File: src/rtl/sap1_pkg.sv
// Shared SAP-1 constants: opcodes, control-word bit positions, the ring-counter
// state type and the named control words the sequencer emits.
package sap1_pkg;

    localparam logic [3:0] OP_LDA = 4'h0;
    localparam logic [3:0] OP_ADD = 4'h1;
    localparam logic [3:0] OP_SUB = 4'h2;
    localparam logic [3:0] OP_OUT = 4'hE;
    localparam logic [3:0] OP_HLT = 4'hF;

    localparam int CW_CP = 11;
    localparam int CW_EP = 10;
    localparam int CW_LM = 9;
    localparam int CW_CE = 8;
    localparam int CW_LI = 7;
    localparam int CW_EI = 6;
    localparam int CW_LA = 5;
    localparam int CW_EA = 4;
    localparam int CW_SU = 3;
    localparam int CW_EU = 2;
    localparam int CW_LB = 1;
    localparam int CW_LO = 0;

    // CE and Ei are active-low, so the quiet word keeps both high.
    localparam logic [11:0] IDLE_WORD = 12'h140;
    localparam logic [11:0] FETCH_T1  = 12'h740;
    localparam logic [11:0] FETCH_T2  = 12'h940;
    localparam logic [11:0] FETCH_T3  = 12'h0C0;
    localparam logic [11:0] ADDR_T4   = 12'h300;
    localparam logic [11:0] LDA_T5    = 12'h060;
    localparam logic [11:0] LDB_T5    = 12'h042;
    localparam logic [11:0] ADD_T6    = 12'h164;
    localparam logic [11:0] SUB_T6    = 12'h16C;
    localparam logic [11:0] OUT_T4    = 12'h151;

    typedef enum logic [5:0] {
        T1 = 6'b000001,
        T2 = 6'b000010,
        T3 = 6'b000100,
        T4 = 6'b001000,
        T5 = 6'b010000,
        T6 = 6'b100000
    } tstate_e;

    // Execute-phase word; step 0..2 selects T4..T6.
    function automatic logic [11:0] exec_word(input logic [3:0] op, input logic [1:0] step);
        logic [11:0] w;
        w = IDLE_WORD;
        unique case (op)
            OP_LDA: w = (step == 2'd0) ? ADDR_T4 : (step == 2'd1) ? LDA_T5 : IDLE_WORD;
            OP_ADD: w = (step == 2'd0) ? ADDR_T4 : (step == 2'd1) ? LDB_T5 : ADD_T6;
            OP_SUB: w = (step == 2'd0) ? ADDR_T4 : (step == 2'd1) ? LDB_T5 : SUB_T6;
            OP_OUT: w = (step == 2'd0) ? OUT_T4 : IDLE_WORD;
            default: w = IDLE_WORD;
        endcase
        return w;
    endfunction

endpackage

File: src/rtl/sap1_exec_core_if.sv
// Bus-side signals of the SAP-1 execution core; the core is the slave, the
// surrounding computer (IR, B register, bus mux) is the master.
interface sap1_exec_core_if;
    logic [3:0]  opcode;
    logic [7:0]  bus_in;
    logic [7:0]  b_in;
    logic [11:0] con_word;
    logic [7:0]  acc_out;
    logic [7:0]  alu_out;
    logic [5:0]  tstate;
    logic        halted;

    modport master (
        output opcode, bus_in, b_in,
        input  con_word, acc_out, alu_out, tstate, halted
    );

    modport slave (
        input  opcode, bus_in, b_in,
        output con_word, acc_out, alu_out, tstate, halted
    );
endinterface

File: src/rtl/sap1_alu.sv
// Combinational 8-bit add/subtract; results wrap modulo 256, no flags.
module sap1_alu (
    input  logic [7:0] a,
    input  logic [7:0] b,
    input  logic       sub,
    output logic [7:0] y
);
    always_comb begin
        y = sub ? (a - b) : (a + b);
    end
endmodule

File: src/rtl/sap1_exec_core.sv
// SAP-1 control sequencer (six-state ring counter + opcode decode), accumulator
// and ALU. Everything else on the SAP-1 bus lives outside this block.
module sap1_exec_core
    import sap1_pkg::*;
(
    input  logic                   clk,
    input  logic                   rst,
    sap1_exec_core_if.slave        core_if
);

    tstate_e     tstate_q, tstate_d;
    logic [7:0]  acc_q, acc_d;
    logic        halted_q, halted_d;
    logic [11:0] cw;
    logic [7:0]  alu_y;

    always_ff @(posedge clk) begin
        if (!rst) begin
            tstate_q <= T1;
            acc_q    <= 8'h00;
            halted_q <= 1'b0;
        end else begin
            tstate_q <= tstate_d;
            acc_q    <= acc_d;
            halted_q <= halted_d;
        end
    end

    // Once halted the ring counter parks on T5 until reset.
    always_comb begin
        tstate_d = tstate_q;
        halted_d = halted_q;
        if (!halted_q) begin
            unique case (tstate_q)
                T1:      tstate_d = T2;
                T2:      tstate_d = T3;
                T3:      tstate_d = T4;
                T4:      tstate_d = T5;
                T5:      tstate_d = T6;
                T6:      tstate_d = T1;
                default: tstate_d = T1;
            endcase
            if (tstate_q == T4 && core_if.opcode == OP_HLT) begin
                halted_d = 1'b1;
            end
        end
    end

    always_comb begin
        cw = IDLE_WORD;
        if (!halted_q) begin
            unique case (tstate_q)
                T1:      cw = FETCH_T1;
                T2:      cw = FETCH_T2;
                T3:      cw = FETCH_T3;
                T4:      cw = exec_word(core_if.opcode, 2'd0);
                T5:      cw = exec_word(core_if.opcode, 2'd1);
                T6:      cw = exec_word(core_if.opcode, 2'd2);
                default: cw = IDLE_WORD;
            endcase
        end
    end

    always_comb begin
        acc_d = cw[CW_LA] ? core_if.bus_in : acc_q;
    end

    sap1_alu u_alu (
        .a   (acc_q),
        .b   (core_if.b_in),
        .sub (cw[CW_SU]),
        .y   (alu_y)
    );

    assign core_if.con_word = cw;
    assign core_if.acc_out  = acc_q;
    assign core_if.alu_out  = alu_y;
    assign core_if.tstate   = tstate_q;
    assign core_if.halted   = halted_q;

endmodule

File: src/flat_wrapper.sv
// flat-port wrapper written by rule: the top's interface ports become plain ports
module sap1_exec_core_flat import sap1_pkg::*;
  (clk, rst, core_if_opcode, core_if_bus_in, core_if_b_in, core_if_con_word, core_if_acc_out, core_if_alu_out, core_if_tstate, core_if_halted);
  sap1_exec_core_if core_if_i ();
  input  logic clk;
  input  logic rst;
  input wire logic [$bits(core_if_i.opcode)-1:0] core_if_opcode;
  input wire logic [$bits(core_if_i.bus_in)-1:0] core_if_bus_in;
  input wire logic [$bits(core_if_i.b_in)-1:0] core_if_b_in;
  output wire logic [$bits(core_if_i.con_word)-1:0] core_if_con_word;
  output wire logic [$bits(core_if_i.acc_out)-1:0] core_if_acc_out;
  output wire logic [$bits(core_if_i.alu_out)-1:0] core_if_alu_out;
  output wire logic [$bits(core_if_i.tstate)-1:0] core_if_tstate;
  output wire logic [$bits(core_if_i.halted)-1:0] core_if_halted;
  assign core_if_i.opcode = core_if_opcode;
  assign core_if_i.bus_in = core_if_bus_in;
  assign core_if_i.b_in = core_if_b_in;
  assign core_if_con_word = core_if_i.con_word;
  assign core_if_acc_out = core_if_i.acc_out;
  assign core_if_alu_out = core_if_i.alu_out;
  assign core_if_tstate = core_if_i.tstate;
  assign core_if_halted = core_if_i.halted;
  sap1_exec_core u_core (.clk(clk), .rst(rst), .core_if(core_if_i));
endmodule
File: config.mk
export PLATFORM = sky130hd
export DESIGN_NAME = sap1_exec_core_flat
export DESIGN_NICKNAME = d
export VERILOG_FILES = /design/src/rtl/sap1_pkg.sv /design/src/rtl/sap1_exec_core_if.sv /design/src/rtl/sap1_alu.sv /design/src/rtl/sap1_exec_core.sv /design/src/flat_wrapper.sv
export SDC_FILE = /design/constraint.sdc
export NUM_CORES = 1
export LEC_CHECK = 0
export CORE_MARGIN = 5
export CORE_UTILIZATION = 60
export CTS_CLUSTER_SIZE = 12
export DETAILED_ROUTE_END_ITERATION = 16
export DONT_BUFFER_PORTS = 1
export PLACE_DENSITY_LB_ADDON = 0.12
export SETUP_SLACK_MARGIN = 0.2
export SYNTH_ARGS = -nofsm -noshare
export SYNTH_HDL_FRONTEND = slang
export SYNTH_SLANG_ARGS = --single-unit
File: constraint.sdc
create_clock -name clk -period 7.08 [get_ports clk]
set_input_delay 1.062 -clock clk [delete_from_list [all_inputs] [get_ports clk]]
set_output_delay 1.062 -clock clk [all_outputs]
set_load 0.05 [all_outputs]
After elaboration in Yosys (flattened, before gate mapping) --
Index checks and enable logic that the tools add are counted. W data, S select, Z words.
Word-level totals: output and inout bits 35, input bits 22, logic and storage cells 28, register bits after elaboration 15
Cells by class: equal/unequal tests 10, add/sub/neg operators 2, multiplexer cells 9, reduce and logical (&&, ||, !) cells 4
Operators with widths (number):
- $pmux W12 S6 | 1
- $pmux W6 S5 | 1
- $pmux W10 S2 | 1
- $pmux W9 S2 | 1
- $mux W12 | 1
- $pmux W6 S2 | 1
- $add A8 B8 Y8 | 1
- $eq A4 B4 Y1 const B | 2
- $mux W8 | 1
- $sub A8 B8 Y8 | 1
- $eq A6 B1 Y1 const B | 1
- $eq A6 B2 Y1 const B | 1
- $eq A6 B3 Y1 const B | 1
- $eq A6 B4 Y1 const B | 1
- $eq A6 B5 Y1 const B | 1
- $eq A6 B6 Y1 const B | 1
- $eq A4 B1 Y1 const B | 1
- $eq A4 B2 Y1 const B | 1
- $logic_not A4 Y1 | 1
- $reduce_or A3 Y1 | 1
- $mux W1 | 2
- $reduce_or A2 Y1 | 1
- $logic_and A1 B1 Y1 | 1

Longest topological paths before layout --
word-level depth 6, mapped depth 12, mapped depth without buffers 11

Hierarchy --
A second synthesis with hierarchy kept.
Unflattened totals: cells, all modules 160, area total of the unflattened synthesis 1282.5 µm²
Modules (own cells, without submodules):
- sap1_exec_core | area each 815.8 µm², cells each 99, instances 1, sequential area each 300.3 µm²
- sap1_alu | area each 466.7 µm², cells each 61, instances 1, sequential area each 0.0 µm²

Least setup slack after synthesis --
Ideal clock, no wire load.
kind in2out, start input port core_if_opcode[0], end output port core_if_alu_out[6], cell stages on the path 11, buffers on the path 2, slack 2.632 ns, arrival 3.386 ns, required time 6.018 ns, path through buf_2 -> nor2b_1 -> and4_1 -> buf_6 -> mux2i_1 -> fa_1 -> a21o_1 -> a21oi_1 -> o21bai_1 -> a21oi_1 -> xnor2_1
Between the ends: cells in the longest elaborated chain, start to end 5, elaborated cells between the ends (all ways) 6, classes of those cells eq/ne: 2; mux: 4
Ends and longest elaborated chain:
- start, declared | RTL line flat_wrapper.sv:7 | input wire logic [$bits(core_if_i.opcode)-1:0] core_if_opcode;
- $eq A4 B2 Y1 / $eq A4 B1 Y1 (equally long branches) | RTL line sap1_pkg.sv:49 | unique case (op)
- $pmux W6 S2 * | RTL line sap1_pkg.sv:49
- $pmux W12 S6 * | RTL line sap1_exec_core.sv:52 | unique case (tstate_q)
- $mux W12 * | RTL line sap1_exec_core.sv:51 | if (!halted_q) begin
- net u_core.u_alu.sub | RTL line sap1_alu.sv:5 | input logic sub,
- $mux W8 * | RTL line sap1_alu.sv:9 | y = sub ? (a - b) : (a + b);
- end, declared | RTL line flat_wrapper.sv:12 | output wire logic [$bits(core_if_i.alu_out)-1:0] core_if_alu_out;
The timed path passes the listed nets; every way through them passes the cells marked *.

Worst setup path after layout --
start register u_core.tstate_q[5], in the netlist u_core.core_if.tstate[5], end output port core_if_alu_out[7]
Between the ends: cells in the longest elaborated chain, start to end 4, elaborated cells between the ends (all ways) 9, classes of those cells eq/ne: 6; mux: 3
Ends and longest elaborated chain:
- start, declared | RTL line sap1_exec_core.sv:11 | tstate_e tstate_q, tstate_d;
- start signal, assigned | RTL line sap1_exec_core.sv:23 | tstate_q <= tstate_d;
- $eq A6 B6 Y1, or another cell as far along | RTL line sap1_exec_core.sv:52
- $pmux W12 S6 * | RTL line sap1_exec_core.sv:52
- $mux W12 * | RTL line sap1_exec_core.sv:51
- net core_if_con_word[3] | RTL line flat_wrapper.sv:10 | output wire logic [$bits(core_if_i.con_word)-1:0] core_if_con_word;
- $mux W8 * | RTL line sap1_alu.sv:9
Marks and branches as above.

==> summary.md <==
| Metric | Value |
|---|---|
| Outcome | completed |
| Cell Int Power | 133 µW |
| Post-cts resize count | 0 |
| Synth Flop Type | dfxtp_1 |
| GR Overflow Total | 0 |
| Yosys top cell by area | dfxtp_1 |
| Setup bufs post-CTS | 0 |
| Worst-path clk slew | 0.09 ns |
| Syn Inst Count | 176 |
| Finished Core Util | between 60% and 70% |
| Vias in the first global route | between 1,000 and 1,500 |
| Post-synth top area share | 22.0% |
| Post-synth top cells | nand2_1 (24), nor2_1 (22), dfxtp_1 (15) |
| Endpoints failing setup | 0 |
| Hold Path Class | reg2reg |
| Final Hold Viols | 0 |
| All-layer global routing usage | 18.6% |
| Max incr delay on CP | 0.79 ns |
| CP Class | reg2out |
| Most frequent cell after synthesis | nand2_1 |
| Syn Nets | 207 |
| Setup_tns | 0 ns |
| Die height | 57.7 µm |
| DRC violations left | 0 |
| CP endpoint kind | primary output |
| Maximum buffer depth of the clock tree | 2 |
| Worst path arrival time | 4.26 ns |
| Post-synth EDFFs | 0 |
| IO Pins | 57 |
| Met3 Track Usage GR | 3.79% |
| Final worst clock skew | 0.00262 ns |
| Filler cells | about 210 |
| Starting Density | approximately 62% |
| Netlist cell types | 42 |
| GRT busiest layer | met2 |
| Flop pwr share | 44.5% |
| Tcrit/Tclk final | 75.1% |
| Worst path slowest cell | dfxtp_1 |
| Crit path max-delay family | simple AND/OR/NAND/NOR gates |
| Worst path depth | 9 |
| Synth async-reset ratio | 0% |
| Worst r2r path cells | 5 |
| Share of cells above drive strength 1 | about a tenth |
| Seq/Total Area, Yosys | 22.0% |
| Via count | 1,197 |
| DP Area | 1360 µm² |
| Peak VDD IR | about 0.11 mV |
| Yosys warnings | 0 |
| Unrepaired setup endpoints after global routing | false |
| First-pass GRT wire length | about 5000 µm |
| H-tree levels | 1 |
| DRT iter0 DRCs | 40 |
| GPL Wtd Cong | 0.865 |
| Hold Buf Count CTS | 0 |
| Final ANT Viol Nets | 0 |
| Clk_lat worst skew | 0.28 ns |
| Switch Pwr | ~110 µW |
| Crit-path cells | nor3b_2, and4_1, mux2i_1, ha_1, nor2b_1, o21ai_0, a21oi_1, o41ai_1, xnor2_1 |
| Max Slew Vio Count | 0 |
| Comb pwr share | 35.6% |
| M1 GR Usage | slightly above 20% |
| Sw Share | 44.5% |
| Min Tclk post-route | 5.32 ns |
| Die width | ~58 µm |
| Cell Pwr Density | 173 nW/µm² |
| I/O Buffers | 0 |
| Mapped cell area | 1370 µm² |
| CTS tree | built |
| Rel. slew slack | 26.2% |
| Synth Register Bits | 15 |
| Core area | 2190 µm² |
| Die area | 3330 µm² |
| Crit path buffers/inverters | 0 |
| Ranking of synthesized cells by area | dfxtp_1 (22%), ha_1 (7.3%), mux2i_1 (7.3%) |
| Ant. Diodes | 0 |
| Row cnt | 17 |
| Final std cells w/o fill | 200 |
| Req. time, crit path | about 6.0 ns |
| TritonRoute pass-1 iters | 5 |
| Wire per inst | about 15 µm |
| Post-layout net count | 204 |
| Area grow syn2layout | 1.56% |
| Final instance area | roughly 1400 µm² |
| Synthesized area per cell | 7.76 µm² |
| Clk sinks | 15 |
| Dpl cells | 196 |
| Initial antenna violation count | 0 |
| Clock power frac | 19.9% |
| Grt met2 use | 33.7% |
| Max-cap viol count | 0 |
| HPWL Detailed | 2420 µm |
| Hold Path Stages | 2 |
| Clk root buf | clkbuf_4 |
| Leakage | roughly 0.00054 µW |
| Total routed wirelength | 3050 µm |
| Worst-margin pin slew | 1.10 ns |
| Worst setup SP type | flop |
| Largest net degree at the start of global routing | 25 |
| Drt via density | 5.99 |
| Worst Path Max Fanout | 8 |
| Total CTS buffers | 3 |
| Max Clk Rate | 188 MHz |
[layout by cell type (no fill, tap or decap), types with 3 or more instances in the layout]
cell type  netlist  layout
nor2b_1          7       7
ha_1             8       8
xnor2_1         11      11
xor2_1           3       3
nand2_1         24      24
dfxtp_1         15      15
nor2_1          22      22
nand3_1          4       4
a21oi_1          9       9
mux2i_1         10      10
and2_1           3       3
inv_1            8       8
clkbuf_4         0       3
o21ai_0          9       9
[power by group through the flow]
stage / sequential (µW) / clock [µW] / combinational [µW]
after floorplan: 105 / 0 / 83.8
after global placement: 108 / 0 / 84.3
after detailed placement: 109 / 0 / 85.8
after CTS: 107 / 49.9 / 86.1
after global routing: 108 / 54.3 / 91.7
final: 107 / 47.7 / 85.6
[cell families after synthesis]
| kind of cell | share of synthesized area (%) |
|---|---|
| AND/OR/NAND/NOR | 29.2 |
| AO/OA/AOI/OAI | 14.7 |
| buffers and inverters | 7.88 |
| XOR/XNOR | 10.2 |
| flip-flops | 22.0 |
| multiplexers | 7.33 |
| adder cells (fa/ha/maj) | 8.79 |
[state kept, by name, indices dropped and copies added (netlist names)]
name	count
u_core.core_if.tstate	6
u_core.core_if.acc_out	8
u_core.core_if.halted	1
[final cells by class]
cell class | instances | area, µm² | area share, %
clock buffer | 4 | 26.3 | 1.89
multi-input combinational | 142 | 970 | 69.9
inverter | 8 | 30.0 | 2.16
timing repair buffer | 3 | 26.3 | 1.89
sequential | 15 | 300 | 21.6
tap | 28 | 35.0 | 2.52
[worst reg2reg max path, stage by stage, from the launching register on]
cell and delay (ns):
dfxtp_1 0.79, nor3b_2 0.36, nand2_1 0.13, o21ai_0 0.17
o211a_1 0.44, mux2i_1 0.24
[metal layers]
layer  up-vias  wire length [µm]
met4         0                29
li1        594                 -
met1       555              1220
met5         -                 0
met3         4               234
met2        44              1560
[through the flow]
| stage | hold slack [ns] | setup WS (ns) | power [µW] |
|---|---|---|---|
| floorplan | 0.683 | 2.63 | 189 |
| global placement | 0.701 | 2.06 | 193 |
| detailed placement | 0.718 | 1.94 | 194 |
| CTS | 0.730 | 1.75 | 243 |
| global route | 0.756 | 1.51 | 254 |
| finish | 0.723 | 1.76 | 240 |
[final timing paths]
path / start / slack, ns / to
min reg2reg: u_core.core_if.acc_out[7] / 0.72 / u_core.core_if.acc_out[7]
max reg2reg: u_core.core_if.tstate[5] / 4.89 / u_core.core_if.acc_out[0]
max: u_core.core_if.tstate[5] / 1.76 / core_if_alu_out[7]
min: u_core.core_if.acc_out[7] / 0.72 / u_core.core_if.acc_out[7]
Note: power is estimated with default switching activity, not from simulation.
